<file path="config.mk">
export PLATFORM = sky130hd
export DESIGN_NAME = alu_mdu_ctrl
export DESIGN_NICKNAME = d
export VERILOG_FILES = /design/src/rtl/alu_mdu_ctrl.sv
export SDC_FILE = /design/constraint.sdc
export NUM_CORES = 1
export LEC_CHECK = 0
export CORE_ASPECT_RATIO = 1.1
export CORE_UTILIZATION = 45
export CTS_CLUSTER_DIAMETER = 80
export CTS_CLUSTER_SIZE = 20
export DETAILED_ROUTE_END_ITERATION = 8
export PLACE_DENSITY = 0.66
export SLEW_MARGIN = 40
export SYNTH_ARGS = -nofsm -noshare
export SYNTH_HDL_FRONTEND = slang
export SYNTH_SLANG_ARGS = --single-unit
</file>
<file path="constraint.sdc">
create_clock -name i_clk -period 5.5 [get_ports i_clk]
set_clock_uncertainty 0.2 [all_clocks]
set_input_delay 0.55 -clock i_clk [delete_from_list [all_inputs] [get_ports i_clk]]
set_output_delay 0.55 -clock i_clk [all_outputs]
set_load 0.01 [all_outputs]
</file>
<file path="src/rtl/alu_mdu_ctrl.sv">
// EX-stage ALU operation decoder with a multi-cycle unsigned multiply/divide
// sequencer, HI/LO result registers and a stall request for dependent instructions.
module alu_mdu_ctrl #(
  parameter int WIDTH  = 32,
  parameter bit MDU_EN = 1'b1
) (
  input  logic             i_clk,
  input  logic             i_rst,
  input  logic             i_valid,
  input  logic [3:0]       i_aluop,
  input  logic [5:0]       i_funct,
  input  logic [WIDTH-1:0] i_op_a,
  input  logic [WIDTH-1:0] i_op_b,
  output logic [3:0]       o_alu_operation,
  output logic             o_busy,
  output logic             o_done,
  output logic             o_stall,
  output logic [WIDTH-1:0] o_hi,
  output logic [WIDTH-1:0] o_lo
);

  localparam int CW = $clog2(WIDTH) + 1;

  logic [3:0] alu_operation;
  logic       is_mdu_op;
  logic       is_launch_op;

  always_comb begin
    alu_operation = 4'h0;
    case (i_aluop)
      4'd0: alu_operation = 4'h0;
      4'd1: alu_operation = 4'h1;
      4'd3: alu_operation = 4'h8;
      4'd4: alu_operation = 4'h7;
      4'd5: alu_operation = 4'hB;
      4'd2: begin
        case (i_funct)
          6'h20: alu_operation = 4'h0;
          6'h22: alu_operation = 4'h1;
          6'h00: alu_operation = 4'h3;
          6'h2A: alu_operation = 4'h4;
          6'h02: alu_operation = 4'h6;
          6'h25: alu_operation = 4'h7;
          6'h24: alu_operation = 4'h8;
          // Without the sequencer the MDU functs fall back to a harmless ADD.
          6'h19: if (MDU_EN) alu_operation = 4'h2;
          6'h1B: if (MDU_EN) alu_operation = 4'hE;
          6'h10: if (MDU_EN) alu_operation = 4'hC;
          6'h12: if (MDU_EN) alu_operation = 4'hD;
          default: alu_operation = 4'h0;
        endcase
      end
      default: alu_operation = 4'h0;
    endcase
  end

  assign o_alu_operation = alu_operation;
  assign is_launch_op    = (alu_operation == 4'h2) || (alu_operation == 4'hE);
  assign is_mdu_op       = is_launch_op || (alu_operation == 4'hC) || (alu_operation == 4'hD);

  generate
    if (MDU_EN) begin : g_mdu
      typedef enum logic [1:0] {IDLE, MUL, DIV, DONE} state_t;

      state_t             state_q, state_d;
      logic [CW-1:0]      cnt_q, cnt_d;
      logic [2*WIDTH-1:0] acc_q, acc_d;
      logic [WIDTH-1:0]   opb_q, opb_d;
      logic [WIDTH-1:0]   hi_q, hi_d;
      logic [WIDTH-1:0]   lo_q, lo_d;
      logic [WIDTH:0]     mul_sum;
      logic [WIDTH:0]     rem_sh;
      logic [WIDTH-1:0]   div_diff;
      logic               div_ge;

      always_ff @(posedge i_clk) begin
        if (i_rst) begin
          state_q <= IDLE;
          cnt_q   <= '0;
          acc_q   <= '0;
          opb_q   <= '0;
          hi_q    <= '0;
          lo_q    <= '0;
        end else begin
          state_q <= state_d;
          cnt_q   <= cnt_d;
          acc_q   <= acc_d;
          opb_q   <= opb_d;
          hi_q    <= hi_d;
          lo_q    <= lo_d;
        end
      end

      // acc holds {partial product | multiplier} or {remainder | dividend/quotient}.
      always_comb begin
        state_d  = state_q;
        cnt_d    = cnt_q;
        acc_d    = acc_q;
        opb_d    = opb_q;
        hi_d     = hi_q;
        lo_d     = lo_q;
        mul_sum  = {1'b0, acc_q[2*WIDTH-1:WIDTH]} + {1'b0, opb_q};
        rem_sh   = {acc_q[2*WIDTH-1:WIDTH], acc_q[WIDTH-1]};
        div_ge   = (rem_sh >= {1'b0, opb_q});
        div_diff = rem_sh[WIDTH-1:0] - opb_q;
        case (state_q)
          IDLE: begin
            if (i_valid && is_launch_op) begin
              acc_d   = {{WIDTH{1'b0}}, i_op_a};
              opb_d   = i_op_b;
              cnt_d   = CW'(WIDTH);
              state_d = (alu_operation == 4'h2) ? MUL : DIV;
            end
          end
          MUL: begin
            if (acc_q[0]) acc_d = {mul_sum, acc_q[WIDTH-1:1]};
            else          acc_d = {1'b0, acc_q[2*WIDTH-1:1]};
            cnt_d = cnt_q - CW'(1);
            if (cnt_q == CW'(1)) state_d = DONE;
          end
          DIV: begin
            // A zero divisor always subtracts, giving all-ones quotient and remainder = dividend.
            acc_d = {(div_ge ? div_diff : rem_sh[WIDTH-1:0]), acc_q[WIDTH-2:0], div_ge};
            cnt_d = cnt_q - CW'(1);
            if (cnt_q == CW'(1)) state_d = DONE;
          end
          DONE: begin
            hi_d    = acc_q[2*WIDTH-1:WIDTH];
            lo_d    = acc_q[WIDTH-1:0];
            state_d = IDLE;
          end
          default: state_d = IDLE;
        endcase
      end

      assign o_busy  = (state_q != IDLE);
      assign o_done  = (state_q == DONE);
      assign o_stall = o_busy & i_valid & is_mdu_op;
      assign o_hi    = hi_q;
      assign o_lo    = lo_q;
    end else begin : g_no_mdu
      assign o_busy  = 1'b0;
      assign o_done  = 1'b0;
      assign o_stall = 1'b0;
      assign o_hi    = '0;
      assign o_lo    = '0;
    end
  endgenerate

endmodule

</file>
Word level (Yosys, flattened, before mapping)
Cells that the tools add are included.

operators by class
  $add $sub $neg = 3
  order comparisons = 1
  equal/unequal tests = 24
  mux-type cells = 12
  bitwise gates (word level) = 2
  reduce and logical (&&, ||, !) cells = 14

operators with widths
  kind                   count
  $pmux W64 S3           1
  $mux W64               2
  $pmux W4 S10           1
  $add A32 B32 Y33       1
  $ge A33 B32 Y1         1
  $mux W32               1
  $sub A32 B32 Y32       1
  $eq A6 B5 Y1 const B   4
  $eq A6 B6 Y1 const B   4
  $pmux W4 S5            1
  $eq A4 B2 Y1 const B   3
  $eq A4 B4 Y1 const B   3
  $pmux W6 S2            1
  $eq A4 B3 Y1 const B   2
  $reduce_and A2 Y1      4
  $eq A6 B1 Y1 const B   1
  $eq A6 B2 Y1 const B   1
  $logic_not A6 Y1       1
  $mux W2                3
  $mux W6                1
  $pmux W2 S3            1
  $sub A6 B1 Y6 const B  1
  $eq A2 B2 Y1 const B   2
  $eq A4 B1 Y1 const B   1
  10 further kinds       14

storage, ports and cells
  register bits = 168
  input bits = 77
  output and inout port bits = 71
  logic and storage cells = 62

Longest topological paths before layout
  word-level depth = 8
  mapped depth = 13
  mapped depth without buffers = 13

Worst setup path before layout
OpenSTA, ideal clock, no wires.

  path kind = flip-flop to flip-flop
  start = reg g_mdu.acc_q[32]
  end = reg g_mdu.acc_q[53]
  library setup time = 122 ps
  arrival time = 2714 ps
  required time = 5178 ps
  path slack = 2464 ps
  cell stages (with the launch flop) = 13
  buffers on the path = 0
  period minus slack after synthesis = 3036 ps
  path through = dfxtp_1 -> ha_1 -> inv_1 -> fa_1 -> nor2b_1 -> o31ai_1 -> a211oi_1 -> nor2b_1 -> o211ai_1 -> a21oi_1 -> xnor2_1 -> mux2_2 -> a221o_1

between the ends
  longest elaborated chain between the ends = 3
  elaborated cells between the ends (all ways) = 6
  those cells by class = add/sub (2); order compare (1); mux (3)

RTL lines
  item                                            RTL line  text
  start, declared                                 67        logic [2*WIDTH-1:0] acc_q, acc_d;
  start signal, assigned                          80        acc_q <= '0;
  start signal, assigned                          87        acc_q <= acc_d;
  $sub A32 B32 Y32, or another cell as far along  105       div_diff = rem_sh[WIDTH-1:0] - opb_q;
  $mux W32 / $mux W64 (equally long branches)     123, 116
  $pmux W64 S3 (*)                                106       case (state_q)

Mark *: on every way between the ends. The rest lies on a longest branch, timed or not.
A chain may end at the register's enable or synchronous reset.

Final worst setup path
  start = in i_funct[5]
  end = out o_stall

between the ends
  longest elaborated chain between the ends = 8
  elaborated cells between the ends (all ways) = 20
  those cells by class = eq/ne (13); mux (2); bitwise (1); reduce/logical (4)

RTL lines
  item                                                 RTL line  text
  start, declared                                      11        input logic [5:0] i_funct,
  $eq A6 B5 Y1, or another cell as far along           37        case (i_funct)
  $pmux W4 S10 (*)                                     37
  $pmux W4 S5 (*)                                      30        case (i_aluop)
  $eq A4 B2 Y1 / $eq A4 B4 Y1 (equally long branches)  58        assign is_launch_op = (alu_operation == 4'h2) || (alu_operation == 4'hE);
  $logic_or A1 B1 Y1                                   58
  $logic_or A1 B1 Y1                                   59        assign is_mdu_op = is_launch_op || (alu_operation == 4'hC) || (alu_operation == 4'hD);
  $logic_or A1 B1 Y1 (*)                               59
  $and A1 B1 Y1 (*)                                    138       assign o_stall = o_busy & i_valid & is_mdu_op;
  end, declared                                        17        output logic o_stall,

Marks and branches as above.

==> impl_results.md <==
* Setup Viol. Count Final at 0
* Commonest cells in the synthesized netlist: nor2_1, dfxtp_1, a21oi_1, nand2_1, mux2i_1
* DRT antenna net count at 0
* Critical-path top delay cell: clkdlybuf4s50_1
* Synthesized Nets at 1,599
* Final wirelength at 33.0 mm
* Via Count at 10,900
* GPL Wtd Cong at 0.966
* DRT Pass-1 Iters at 7
* Power consumption at 4.35 mW
* Post-synth cell types at 81
* Number of inserted diodes at 0
* Final hold violation count at 0
* CTS tree: yes
* Max IR drop VDD at 0.000361 V
* Crit path time final at 4.04 ns
* Core footprint at 0.0246 mm2
* Die extent in x at 154 um
* Cells after Synth at about 1,400
* CP Class: primary input to output port
* Max_slew headroom at between 40% and 50%
* Mean post-synth cell area at 7.85 um2
* Synth Flop Type: dfxtp_1
* R2R Path Start: g_mdu.acc_q[32]
* #FFs+latches synth at 168
* Worst hold path endpoint: g_mdu.opb_q[30]
* Cell taking the most area after synthesis: dfxtp_1
* Most numerous cell in the Yosys netlist: nor2_1
* DRC violations left at 0
* Clock Latency Late Sink at between 0.4 and 0.5 ns
* Post-synth EDFFs at 0
* FP Rows at 60
* Reg2reg end: g_mdu.acc_q[61]
* Startpoint Class: primary input
* Layout fillers at 2,373
* Layout area overhead at 20.1%
* Initial antenna violation count at 0
* Post-place setup slack at 1.31 ns
* Seq/Total Area, Yosys at 29.6%
* Synth top area share at 29.6%
* Root Buffer: clkbuf_16
* Worst EP required at about 4.8 ns
* Flop-to-flop setup slack at ~1.5 ns
* Unrepaired setup endpoints after global routing: false
* HP Start: g_mdu.opb_q[30]
* Kind of end point of the critical path: output port
* Post-route worst setup slack at 1.46 ns
* CP Cell Sequence: clkdlybuf4s50_1 -> nor4bb_4 -> a22o_1 -> a22oi_2 -> o21a_1 -> nor3_1 -> a21oi_1 -> nor3_1 -> clkdlybuf4s50_1
* Period utilisation layout at 73.5%
* Critical Path AT at 3.29 ns
* Critical-path maximum fanout at 8
* Status: complete, no violations
* GRT Total Usage at 25.5%
* Synth async-reset ratio at 0%
* # resized after CTS at 0
* Clock buffer depth at 2
* Leak at 5.16 nW
* Synthesized area at between 0.01 and 0.015 mm2
* Die Y-Extent at 169 um
* Hold/Removal Path Class: register to register
* Hold Buf Count CTS at 0
* Dpl hpwl at 24.2 mm
* First-pass GRT wire length at 53.5 mm
* Crit-path max cell delay at 0.64 ns
* Initial core utilization at 46.2%
* Max-slew violation count at 0
* CTS Sinks at 168
* Reg clk slew, reported paths at 0.07 ns
* Vias in the first global route at around 10,000
* Final setup TNS at 0 ns
* Fin nets at 1,695
* IO buf count at 147
* TritonCTS Buffers at 17
* Largest net degree at the start of global routing at 73
* Share of cells above drive strength 1 at 5.39%
* Wire length per cell at 17.7 um
* Max Cap Viol at 0
* Worst r2r path cells at 12
* H-tree depth at 4
* Worst Hold Depth at 2
* Ys Warns at 0
* Setup repair bufs after CTS at 0
* Vias/cell at 5.86
* CP bufs+invs at 2
* Peak Freq at 247 MHz
* Least-Margin Pin Slew at 0.775 ns
* DRT iter0 DRCs at just over 700
* Hold_ws at 0.274 ns
* Top area cells in the synthesized netlist: dfxtp_1, ha_1, mux2i_1
* Die area at 0.0259 mm2
* Pwr per Cell Area at 318 mW/mm2
* Grt ovf at 0
* I/O pin count at 148
* Top cell family by delay on the critical path: buffers and inverters
how the worst max path moves through the flow:
stage / from / to / slack [ns] / depth (start not counted)
3_5_place_dp: i_funct[5] / g_mdu.acc_q[29] / 1.31 / 12
3_3_place_gp: i_funct[5] / g_mdu.acc_q[24] / 1.39 / 12
6_report: i_funct[5] / o_stall / 1.46 / 9
5_1_grt: i_funct[5] / o_stall / 1.27 / 9
2_1_floorplan: g_mdu.acc_q[32] / g_mdu.acc_q[53] / 2.46 / 12
4_1_cts: i_funct[5] / o_stall / 1.47 / 9
cells by family after synthesis:
| kind of cell | share of synthesized area [%] |
|---|---|
| adder cells (fa/ha/maj) | 8.16 |
| AND/OR/NAND/NOR | 18.4 |
| multiplexers | 8.35 |
| buffers and inverters | 4.86 |
| XOR/XNOR | 3.85 |
| flip-flops | 29.6 |
| AO/OA/AOI/OAI | 26.9 |
cells in the final DEF, fill, tap and decap left out, types with 13 or more instances in the layout:
cell type        count
a21oi_1            153
a21o_1              28
ha_1                69
a211oi_1            48
xnor2_1             29
o21ai_0             48
nor2b_1             13
o211ai_1            17
inv_1               58
nand2_1            130
nor3_1              18
mux2i_1             80
nand3_1             25
dfxtp_1            167
xor2_1              21
clkdlybuf4s50_1    146
clkbuf_16           17
a22oi_1             36
and2_1              13
and3_1              16
o21ai_1             17
a31oi_1             15
buf_4               16
nor2_1             191
where the power goes:
part,total [mW],leakage [nW],switching (mW),internal (mW)
registers,1.40,1.36,0.104,1.30
clock network,1.30,0.307,0.604,0.699
logic,1.64,3.50,1.05,0.595
registers in the layout, summed over array words and instances (netlist names):
| signal | flops |
|---|---|
| o_hi | 32 |
| g_mdu.opb_q | 32 |
| o_lo | 32 |
| g_mdu.cnt_q | 6 |
| g_mdu.state_q | 2 |
| g_mdu.acc_q | 64 |
metal layers:
layer / vias up / global-route usage, % / share of wire [%]
met5: - / 0 / 0
met3: 41 / 4.89 / 5.7
met2: 307 / 43.6 / 48
met4: 0 / 8.13 / 2.1
li1: 5453 / - / -
met1: 5138 / 32.3 / 44
final cells by class:
| type | count | area [um2] | area share (%) |
|---|---|---|---|
| repair buffers | 162 | 1580 | 11.6 |
| multi-input cells | 1138 | 7490 | 54.8 |
| clock inverters | 15 | 204 | 1.49 |
| flip-flops and latches | 168 | 3360 | 24.6 |
| inverters | 58 | 218 | 1.59 |
| well taps | 310 | 388 | 2.84 |
| clock buffers | 17 | 425 | 3.11 |
through the flow:
stage / area [um2] / instances / utilization [%]
6_report: 13700 / 1868 / 55.5
2_1_floorplan: 11400 / 1449 / -
5_1_grt: 13700 / 1868 / 55.5
3_5_place_dp: 13000 / 1836 / 52.9
3_3_place_gp: 13000 / 1836 / 52.9
4_1_cts: 13700 / 1868 / 55.5
worst min-delay path: stages (launching register included):
cell and delay, ns:
dfxtp_1 0.33, nand2_1 0.06, a21oi_1 0.05
Power figures use the tool's default switching activity.
